==> src/rtl/aes_pkg.sv <==
// Shared Rijndael helpers for the round datapath: byte type, state-width
// legality, per-row ShiftRows offsets and state byte addressing.
// Pure constants/functions; no clocked logic.
package aes_pkg;

    typedef logic [7:0] byte_t;

    // Rijndael defines ShiftRows for 4, 6 and 8 state columns only.
    function automatic bit nb_legal(input int nb);
        return (nb == 4) || (nb == 6) || (nb == 8);
    endfunction

    // Row offset s(r). 256-bit blocks move rows 2 and 3 further to keep
    // diffusion across the wider state.
    function automatic int shift_off(input int nb, input int row);
        if (nb == 8) begin
            case (row)
                2:       return 3;
                3:       return 4;
                default: return row;
            endcase
        end
        return row;
    endfunction

    // Column-major byte layout: byte (row, col) sits at index 4*col + row.
    function automatic int byte_idx(input int row, input int col);
        return 4 * col + row;
    endfunction

endpackage

==> src/rtl/shift_rows_comb.sv <==
// Combinational ShiftRows / InvShiftRows byte permutation of one NB-column state.
// Latency: 0 cycles (pure wiring plus one 2:1 mux per byte).
// Backpressure: none; no handshake, output follows inputs.
// Ports: in_data (32*NB state), inv (1 = inverse), out_data (permuted state).
module shift_rows_comb
    import aes_pkg::*;
#(
    parameter int NB = 4
) (
    input  logic [32*NB-1:0] in_data,
    input  logic             inv,
    output logic [32*NB-1:0] out_data
);

    for (genvar r = 0; r < 4; r++) begin : g_row
        for (genvar c = 0; c < NB; c++) begin : g_col
            localparam int S       = shift_off(NB, r);
            localparam int SRC_FWD = (c + S) % NB;
            localparam int SRC_INV = (c - S + NB) % NB;
            localparam int DST     = byte_idx(r, c);
            localparam int BFWD    = byte_idx(r, SRC_FWD);
            localparam int BINV    = byte_idx(r, SRC_INV);

            assign out_data[8*DST +: 8] = inv ? in_data[8*BINV +: 8]
                                              : in_data[8*BFWD +: 8];
        end
    end

endmodule

==> src/rtl/shift_rows_pipe.sv <==
// Registered ShiftRows/InvShiftRows stage with a main register and a skid entry.
// Latency: 1 cycle (accepted at edge N, out_valid in cycle N+1); 1 block/cycle.
// Backpressure: valid/ready; in_ready = !skid_v, registered, no path from out_ready.
// Ports: clk, rst (sync, active-high); in_valid/in_ready/in_data/in_inv/in_tag;
//        out_valid/out_ready/out_data/out_tag.
module shift_rows_pipe
    import aes_pkg::*;
#(
    parameter int NB    = 4,
    parameter int TAG_W = 4
) (
    input  logic               clk,
    input  logic               rst,
    input  logic               in_valid,
    output logic               in_ready,
    input  logic [32*NB-1:0]   in_data,
    input  logic               in_inv,
    input  logic [TAG_W-1:0]   in_tag,
    output logic               out_valid,
    input  logic               out_ready,
    output logic [32*NB-1:0]   out_data,
    output logic [TAG_W-1:0]   out_tag
);

    localparam int W = 32 * NB;

    if (!nb_legal(NB)) begin : g_bad_nb
        $error("shift_rows_pipe: NB must be 4, 6 or 8");
    end
    if (TAG_W < 1) begin : g_bad_tag
        $error("shift_rows_pipe: TAG_W must be at least 1");
    end

    logic [W-1:0]     perm_data;
    logic [W-1:0]     main_data, skid_data;
    logic [TAG_W-1:0] main_tag, skid_tag;
    logic             main_v, skid_v;
    logic             accept, xfer;

    // Permute on the way in so both storage entries already hold output bytes.
    shift_rows_comb #(.NB(NB)) u_perm (
        .in_data  (in_data),
        .inv      (in_inv),
        .out_data (perm_data)
    );

    assign accept    = in_valid && in_ready;
    assign xfer      = main_v && out_ready;
    assign in_ready  = !skid_v;
    assign out_valid = main_v;
    assign out_data  = main_data;
    assign out_tag   = main_tag;

    always_ff @(posedge clk) begin
        if (rst) begin
            main_v    <= 1'b0;
            skid_v    <= 1'b0;
            main_data <= '0;
            main_tag  <= '0;
            skid_data <= '0;
            skid_tag  <= '0;
        end else if (!main_v) begin
            // EMPTY: nothing to send, only fill main.
            if (accept) begin
                main_v    <= 1'b1;
                main_data <= perm_data;
                main_tag  <= in_tag;
            end
        end else if (!skid_v) begin
            // MAIN: in_ready is high, so main can be replaced, drained or backed up.
            if (xfer && accept) begin
                main_data <= perm_data;
                main_tag  <= in_tag;
            end else if (xfer) begin
                main_v <= 1'b0;
            end else if (accept) begin
                skid_v    <= 1'b1;
                skid_data <= perm_data;
                skid_tag  <= in_tag;
            end
        end else begin
            // FULL: input is blocked; the skid entry follows main out in order.
            if (xfer) begin
                main_data <= skid_data;
                main_tag  <= skid_tag;
                skid_v    <= 1'b0;
            end
        end
    end

endmodule

==> config.mk <==
export PLATFORM = sky130hd
export DESIGN_NAME = shift_rows_pipe
export DESIGN_NICKNAME = d
export VERILOG_FILES = /design/src/rtl/aes_pkg.sv /design/src/rtl/shift_rows_comb.sv /design/src/rtl/shift_rows_pipe.sv
export SDC_FILE = /design/constraint.sdc
export NUM_CORES = 1
export LEC_CHECK = 0
export BUFFER_PORTS_ARGS = -buffer_cell sky130_fd_sc_hd__buf_2
export CELL_PAD_IN_SITES_DETAIL_PLACEMENT = 0
export CELL_PAD_IN_SITES_GLOBAL_PLACEMENT = 2
export CORE_ASPECT_RATIO = 1.75
export CORE_MARGIN = 4
export CORE_UTILIZATION = 36
export CTS_BUF_LIST = sky130_fd_sc_hd__clkbuf_8
export CTS_CLUSTER_DIAMETER = 80
export DETAILED_ROUTE_END_ITERATION = 8
export PLACE_DENSITY_LB_ADDON = 0.1
export SYNTH_ARGS = -nofsm -noshare
export SYNTH_HDL_FRONTEND = slang
export SYNTH_SLANG_ARGS = --single-unit
==> constraint.sdc <==
create_clock -name clk -period 3.8 [get_ports clk]
set_input_delay 0.76 -clock clk [delete_from_list [all_inputs] [get_ports clk]]
set_output_delay 0.76 -clock clk [all_outputs]
set_load 0.01 [all_outputs]
======== After elaboration in Yosys (flattened, before gate mapping) ========
Cells that the tools add are included.
cells by class
  multiplexer cells ....................... 26
  eq/ne operators ......................... 2
  reduce and logical (&&, ||, !) cells .... 7
  bitwise operators ....................... 3
operator list
  cell                                                             count
  128-bit two-way mux                                              5
  8-bit two-way mux                                                8
  4-bit two-way mux                                                5
  1-bit two-way mux                                                8
  5-bit AND reduction                                              1
  1-bit logical AND                                                3
  3-bit by 1-bit != test with 1-bit output, second input constant  1
  3-bit by 2-bit != test with 1-bit output, second input constant  1
  1-bit inverter                                                   3
  3-bit AND reduction                                              1
  2-bit nonzero test                                               1
  1-bit zero test                                                  1
storage, ports and cells
  bits of input ports ..................... 137
  output and inout bits ................... 134
  bits in registers ....................... 266

======== Logic depth before layout (Yosys ltp) ========
Gate-level depths: netlist of run 1.
  depth in word-level cells ............... 6
  gate-level depth with buffers ........... 8
  depth with buffers taken out ............ 3

======== Cells and area by module ========
From an unflattened synthesis of run 1, not the netlist that was laid out.
second synthesis, totals
  cells, all modules ...................... 1326
  area, all modules ....................... 12564.6 um2
by module, submodules not included
  module           area an instance (um2)  cells each  times used
  shift_rows_pipe  11006.8                 1191        1
  shift_rows_comb  1557.7                  135         1

======== Least setup slack after synthesis of run 1 ========
No wires, ideal clock.
  path kind ............................... input -> register
  from .................................... in out_ready
  to ...................................... reg main_data[35] (netlist: out_data[35])
  required time ........................... 3684 ps
  data arrival time ....................... 1778 ps
  library setup time ...................... 116 ps
  stages on the path ...................... 7
  slack ................................... 1905 ps
  cells stage by stage .................... and2_1 > buf_2 > o21a_1 > buf_2 > buf_6 > buf_6 > o211a_1
on the way
  cells in the longest elaborated chain, start to end .. 4
  elaborated cells on any way between the ends .. 5
  those cells by class .................... eq/ne: 2; reduce/logical: 3
RTL lines
  item                                                       RTL line               source
  from (decl)                                                shift_rows_pipe.sv:20  input logic out_ready,
  1-bit logical AND (*)                                      shift_rows_pipe.sv:48  assign xfer = main_v && out_ready;
  1-bit logical AND                                          shift_rows_pipe.sv:71  if (xfer && accept) begin
  3-bit by 1-bit != test with 1-bit output (no source line)  --
  3-bit AND reduction (no source line) (*)                   --
  to (signal assigned)                                       shift_rows_pipe.sv:66  main_data <= perm_data;
  to (signal assigned)                                       shift_rows_pipe.sv:72  main_data <= perm_data;
  to (signal assigned)                                       shift_rows_pipe.sv:84  main_data <= skid_data;
  to (decl)                                                  shift_rows_pipe.sv:35  logic [W-1:0] main_data, skid_data;
Mark *: on every way between the ends. The rest lies on a longest branch, timed or not.
A chain may end at the register's enable or synchronous reset.

======== Worst setup path after layout of run 1 ========
  from .................................... reg skid_v
  to ...................................... reg main_data[15] (netlist: out_data[15])
on the way
  cells in the longest elaborated chain, start to end .. 5
  elaborated cells on any way between the ends .. 9
  those cells by class .................... eq/ne: 2; mux: 2; reduce/logical: 5
RTL lines
  item                                                       RTL line               source
  from (decl)                                                shift_rows_pipe.sv:37  logic main_v, skid_v;
  from (signal assigned)                                     shift_rows_pipe.sv:57  skid_v <= 1'b0;
  from (signal assigned)                                     shift_rows_pipe.sv:77  skid_v <= 1'b1;
  from (signal assigned)                                     shift_rows_pipe.sv:86  skid_v <= 1'b0;
  1-bit zero test                                            --
  1-bit logical AND                                          shift_rows_pipe.sv:47  assign accept = in_valid && in_ready;
  1-bit logical AND                                          shift_rows_pipe.sv:71
  3-bit by 1-bit != test with 1-bit output (no source line)  --
  3-bit AND reduction (no source line)                       --
Parallel ways exist; a longest one is shown, timed or not.

==> impl_metrics.tcl, run 1 <==
set metrics [dict create \
    area_growth_pct 18.84 \
    die-area_um2 36620 \
    maxSlewViolCount 0 \
    synthMostInstantiatedCell "dfxtp_1" \
    first_iter_violations 396 \
    path_buf_inv 1 \
    cts_hold_buf 0 \
    async_flop_share 0 \
    drc_errors 0 \
    synthTopCellsByCount "266 x dfxtp_1, 202 x nand2_1, 113 x nor2_1" \
    grt_use_total 0.2008 \
    drv_cap 0 \
    crit_fanout 69 \
    num_vias 10650 \
    dr.pass1.iters 5 \
    fin_setup_tns_ps 0 \
    clkSlewWorstSetupHoldPaths_ps 60 \
    critical_path_class "flop to flop" \
    grt_pass1_wl_um 59640 \
    port-buffer-count 270 \
    ff_latch_area_um2 5333 \
    preCtsSetupSlack_ps 1157 \
    cts_inserted_buffers 43 \
    p_leak_nw 6.653 \
    hpwl_um 23550 \
    netlist.area_leader.share 0.4414 \
    setup_viol 0 \
    crit_family "compound AO/OA/AOI/OAI gates" \
    r2r_setup_slack_ps 1190 \
    synth.avg_cell_area_um2 8.916 \
    globalplace.congestion 0.7622 \
    start_util 0.3652 \
    drive_gt1_frac 0.3094 \
    crit_chain "nor2_4 > o21a_4 > buf_4 > o22ai_1" \
    cpPeakStageDelay_ps 750 \
    finalWorstSetupSlack_ps 1189 \
    cts_tree "yes" \
    final_util 0.4340 \
    synth_area_leaders "dfxtp_1 44%, nand2_1 6.3%, mux2_2 6.0%" \
    crit_arrival_ps 3010 \
    yosys_most_used_dff "dfxtp_1" \
    yosys.area.top_type "dfxtp_1" \
    tightest_slew_ps 974.1 \
    synth-seq-area-share 0.4414 \
    worstPathRequired_ps 4200 \
    yosysWarnings 0 \
    min_period_ps 2611 \
    netlist_area_um2 12060 \
    hold_class "input port to flop" \
    multi_input_area_um2 6071 \
    cts_resized 0 \
    antenna_found_initial 5 \
    rsz0062_at_grt "no" \
    critPathSlowestCell "o21a_4" \
    power_density_nw_per_um2 450.8 \
    routed_wl_um 38300 \
    vdd_drop_max_mv 0.2383 \
    fp.coreArea_um2 33030 \
    synth_edf_count 0 \
    htreeDepth 2 \
    finClkSkew_ps 18.36 \
    hold_viol_final 0 \
    fin_total_pwr_mw 6.462 \
    end_kind "flop" \
    layout.nets 1681 \
    outcome "finished clean" \
    grt_overflow 0 \
    grt_pass1_vias 10450 \
    avgViaCountPerCell 5.372 \
    ant_nets 0 \
    clkSinkCount 266 \
    max_slew_margin 0.3506 \
    synth_fp_nets 1490 \
    fp.dieW_um 146.4 \
    cp-start-kind "flop" \
    routedWlPerCell_um 19.31 \
    ys_types 26 \
    fillers 3411 \
    cts_setup_buffers 0 \
    ioPinCount 271 \
    grt_start_max_net_pins 133 \
    syn_inst 1353 \
    ys_ff_latch 266 \
    cts-root-buf "clkbuf_8" \
    clock_path_buffers 3 \
    insertion_delay_ps 560 \
    fin_crit_sh 0.6872 \
    die_y_um 250.2 \
    fmax_mhz 382.9 \
    row_count 88 \
]
[flip-flops by register name, indices dropped and copies added (netlist names)]
signal,flops
out_data,128
skid_data,128
out_tag,4
skid_tag,4
out_valid,1
skid_v,1
[report_power, final]
part / internal (mW) / switching (mW)
registers: 2.98 / 0.126
clock network: 1.17 / 1.14
logic: 0.443 / 0.611
total: 4.59 / 1.87
[cells in the final DEF, fill, tap and decap left out]
cell type,n
buf_2,269
dfxtp_1,264
nand2_1,201
nor2_1,112
a21oi_1,70
nand3_1,68
a21bo_2,68
o2111ai_1,68
o211a_1,68
mux2_2,64
mux2i_1,64
o22ai_1,64
nor3_1,49
clkbuf_8,49
inv_1,42
buf_4,21
a211oi_1,16
diode_2,4
buf_12,3
dfxtp_4,2
and2_2,1
nor2_4,1
or2_2,1
o21a_4,1
inv_4,1
nand2_4,1
o211ai_4,1
and4bb_4,1
nand4bb_4,1
o21ai_0,1
clkinvlp_4,1
clkinv_2,1
[layer usage]
layer,global-route usage,part of all wire
met1,0.2383,0.41
met2,0.3602,0.51
met3,0.04253,0.052
met4,0.06351,0.028
met5,0,0.00070
[layout make-up]
| class | count | share of cell area |
|---|---|---|
| diodes | 4 | 0.0006983 |
| well taps | 405 | 0.03535 |
| multi-input cells | 921 | 0.4235 |
| inverters | 19 | 0.005150 |
| clock buffers | 49 | 0.04705 |
| flip-flops and latches | 266 | 0.3720 |
| clock inverters | 26 | 0.007157 |
| repair buffers | 293 | 0.1091 |
[cell families (layout without fill, tap and decap cells)]
kind of cell	after synthesis	after routing	share of synthesized area
flip-flops	266	266	0.4414
buffers and inverters	166	387	0.05964
AND/OR/NAND/NOR	436	436	0.1496
AO/OA/AOI/OAI	357	357	0.2365
multiplexers	128	128	0.1129
other	0	4	0
[tightest hold or removal path: cells and delay by family]
family                 cells  cell delay (ps)
buffers and inverters      1              100
AND/OR/NAND/NOR            1               50
AO/OA/AOI/OAI              1               50
[through the flow]
stage	cell area (µm²)	hold WS, ps	cells
after floorplan	12060	436.5	1353
after global placement	13550	442.0	1904
after detailed placement	13550	446.7	1904
after CTS	14330	394.5	1979
after global routing	14330	416.5	1981
final	14340	439.0	1983
[worst paths after layout]
path                              start                         end  cells past startpoint
max                 skid_v$_SDFFE_PP0P_   out_data[15]$_SDFFE_PP0P_                      4
min                         in_data[33]  skid_data[33]$_SDFFE_PP0P_                      3
max reg2reg         skid_v$_SDFFE_PP0P_   out_data[15]$_SDFFE_PP0P_                      4
min reg2reg  skid_data[22]$_SDFFE_PP0P_  skid_data[22]$_SDFFE_PP0P_                      2
(Power assumes the default switching activity.)
==> inputs of run 2 (changes only) <==
CORE_UTILIZATION = 30   (was 36)
clock period = 2.3 ns   (was 3.8 ns; I/O delays follow)
==> run 2 against run 1 <==
Clock power increased by 71%. Worst setup slack worse by 1000 ps. Die area rose by 19%. Total power is 68% higher. Largest power group unchanged. Highest routed layer unchanged.
==> impl_metrics.tcl, run 2 (synthesis gave the netlist of run 1 again) <==
set metrics [dict create \
    setup_viol 0 \
    power_density_nw_per_um2 739.4 \
    cts_tree "yes" \
    r2r.worst_path.cells 5 \
    grt_use_total 0.1849 \
    hpwl_um 25650 \
    power_switching_share 0.2922 \
    tightest_slew_ps 810.1 \
    clock_path_buffers 3 \
    hold_viol_final 0 \
    fp.dieW_um 159.6 \
    critical_path_class "flop to output pin" \
    end_kind "output pin" \
    fmax_mhz 473.1 \
    preCtsSetupSlack_ps 283.6 \
    r2r_setup_slack_ps 460 \
    vdd_drop_max_mv 0.3690 \
    fin_area_um2 14710 \
    port-buffer-count 270 \
    internal_power_mw 7.699 \
    crit_fanout 101 \
    ant_nets 0 \
    crit_chain "buf_12 > buf_2" \
    crit_arrival_ps 1650 \
    insertion_delay_ps 560 \
    drive_gt1_frac 0.3161 \
    grt_start_max_net_pins 135 \
    cts_inserted_buffers 44 \
    fin_setup_tns_ps 0 \
    path_depth 2 \
    r2r-end "out_data[10]$_SDFFE_PP0P_" \
    hold_class "input port to flop" \
    cts_hold_buf 0 \
    grt_pass1_wl_um 64550 \
    cpPeakStageDelay_ps 430 \
    endpoint "out_valid" \
    r2r_start "out_valid$_SDFF_PP0_" \
    routed_wl_um 41560 \
    final_common_cell "buf_2" \
    drv_cap 0 \
    clkSinkCount 266 \
    htreeDepth 2 \
    start_util 0.3052 \
    die_y_um 273.3 \
    first_iter_violations 489 \
    row_count 96 \
    finClkSkew_ps 23.56 \
    mostFrequentLayoutCells "269 x buf_2, 264 x dfxtp_1, 201 x nand2_1, 112 x nor2_1, 70 x a21oi_1" \
    power_frac_comb 0.170 \
    num_vias 10800 \
    fin_crit_sh 0.9189 \
    cts_setup_buffers 0 \
    clockPowerShare 0.361 \
    avgViaCountPerCell 5.188 \
    cp-startpoint "out_valid$_SDFF_PP0_" \
    cts-root-buf "clkbuf_8" \
    clkSlewWorstSetupHoldPaths_ps 70 \
    post_dp_cell_area_um2 13890 \
    antenna_found_initial 7 \
    maxSlewViolCount 0 \
    pwr-share-seq 0.469 \
    p_leak_nw 6.774 \
    worstPathRequired_ps 1840 \
    ioPinCount 271 \
    outcome "finished clean" \
    min_period_ps 2114 \
    globalplace.congestion 0.7495 \
    max_slew_margin 0.4573 \
    cp-start-kind "flop" \
    die-area_um2 43610 \
    layout.nets 1694 \
    rsz0062_at_grt "no" \
    drc_errors 0 \
    routedWlPerCell_um 19.97 \
    grt_pass1_vias 10860 \
    grt_overflow 0 \
    finalWorstSetupSlack_ps 186.5 \
    crit_family "buffers and inverters" \
    critPathSlowestCell "dfxtp_4" \
    fp.coreArea_um2 39520 \
    path_buf_inv 2 \
    area_growth_pct 21.95 \
    cts_resized 0 \
    switchingPower_mw 3.178 \
    dr.pass1.iters 5 \
]
[run 2: cell count changes in the layout (fill, tap and decap cells not counted), sizes merged]
cell,change
buf,+12
diode,-1
clkinvlp,+1
clkbuf,+2
inv,-1
[run 2: layout make-up]
type	instances	area [µm²]
clock inverter	26	106.4
clock buffer	51	701.9
fill	4142	24810
multi-input combinational	921	6071
inverter	19	73.82
sequential	266	5333
tap	490	613.1
timing repair buffer	305	1804
antenna	3	7.507
[run 2: worst min path at each step]
stage	startpoint	end	slack (ps)	cells past startpoint
floorplan	skid_data[0]$_SDFFE_PP0P_	skid_data[0]$_SDFFE_PP0P_	440	2
global placement	skid_data[115]$_SDFFE_PP0P_	skid_data[115]$_SDFFE_PP0P_	440	2
detailed placement	skid_data[71]$_SDFFE_PP0P_	skid_data[71]$_SDFFE_PP0P_	450	2
CTS	in_data[51]	skid_data[115]$_SDFFE_PP0P_	60	3
global route	in_data[51]	skid_data[115]$_SDFFE_PP0P_	90	3
finish	in_data[49]	skid_data[113]$_SDFFE_PP0P_	140	3
[run 2: per-stage QoR]
stage / instances / hold slack (ps) / util / total power, mW
global route: 2080 / 90.96 / 0.3722 / 11.49
global placement: 2001 / 441.9 / 0.3516 / 7.079
finish: 2081 / 136.8 / 0.3722 / 10.88
floorplan: 1353 / 436.5 / - / 6.281
detailed placement: 2001 / 446.5 / 0.3516 / 7.095
CTS: 2078 / 62.11 / 0.3721 / 11.15
[run 2: worst min-delay path, cell delays in order]
cell and delay [ps]:
buf_2 100, nand2_1 50, a21oi_1 50
[run 2: metal layers]
layer / GRT usage / wire (µm)
met1: 0.2095 / 16440
met2: 0.3414 / 21810
met3: 0.04234 / 2267
met4: 0.05943 / 996
met5: 0 / 47
[run 2: power by group through the flow]
stage | logic (mW) | clock network (mW) | registers [mW]
3_3_place_gp | 1.88 | 0 | 5.20
5_1_grt | 2.04 | 4.31 | 5.14
6_report | 1.85 | 3.93 | 5.10
2_1_floorplan | 1.02 | 0 | 5.26
3_5_place_dp | 1.89 | 0 | 5.21
4_1_cts | 1.89 | 4.15 | 5.11
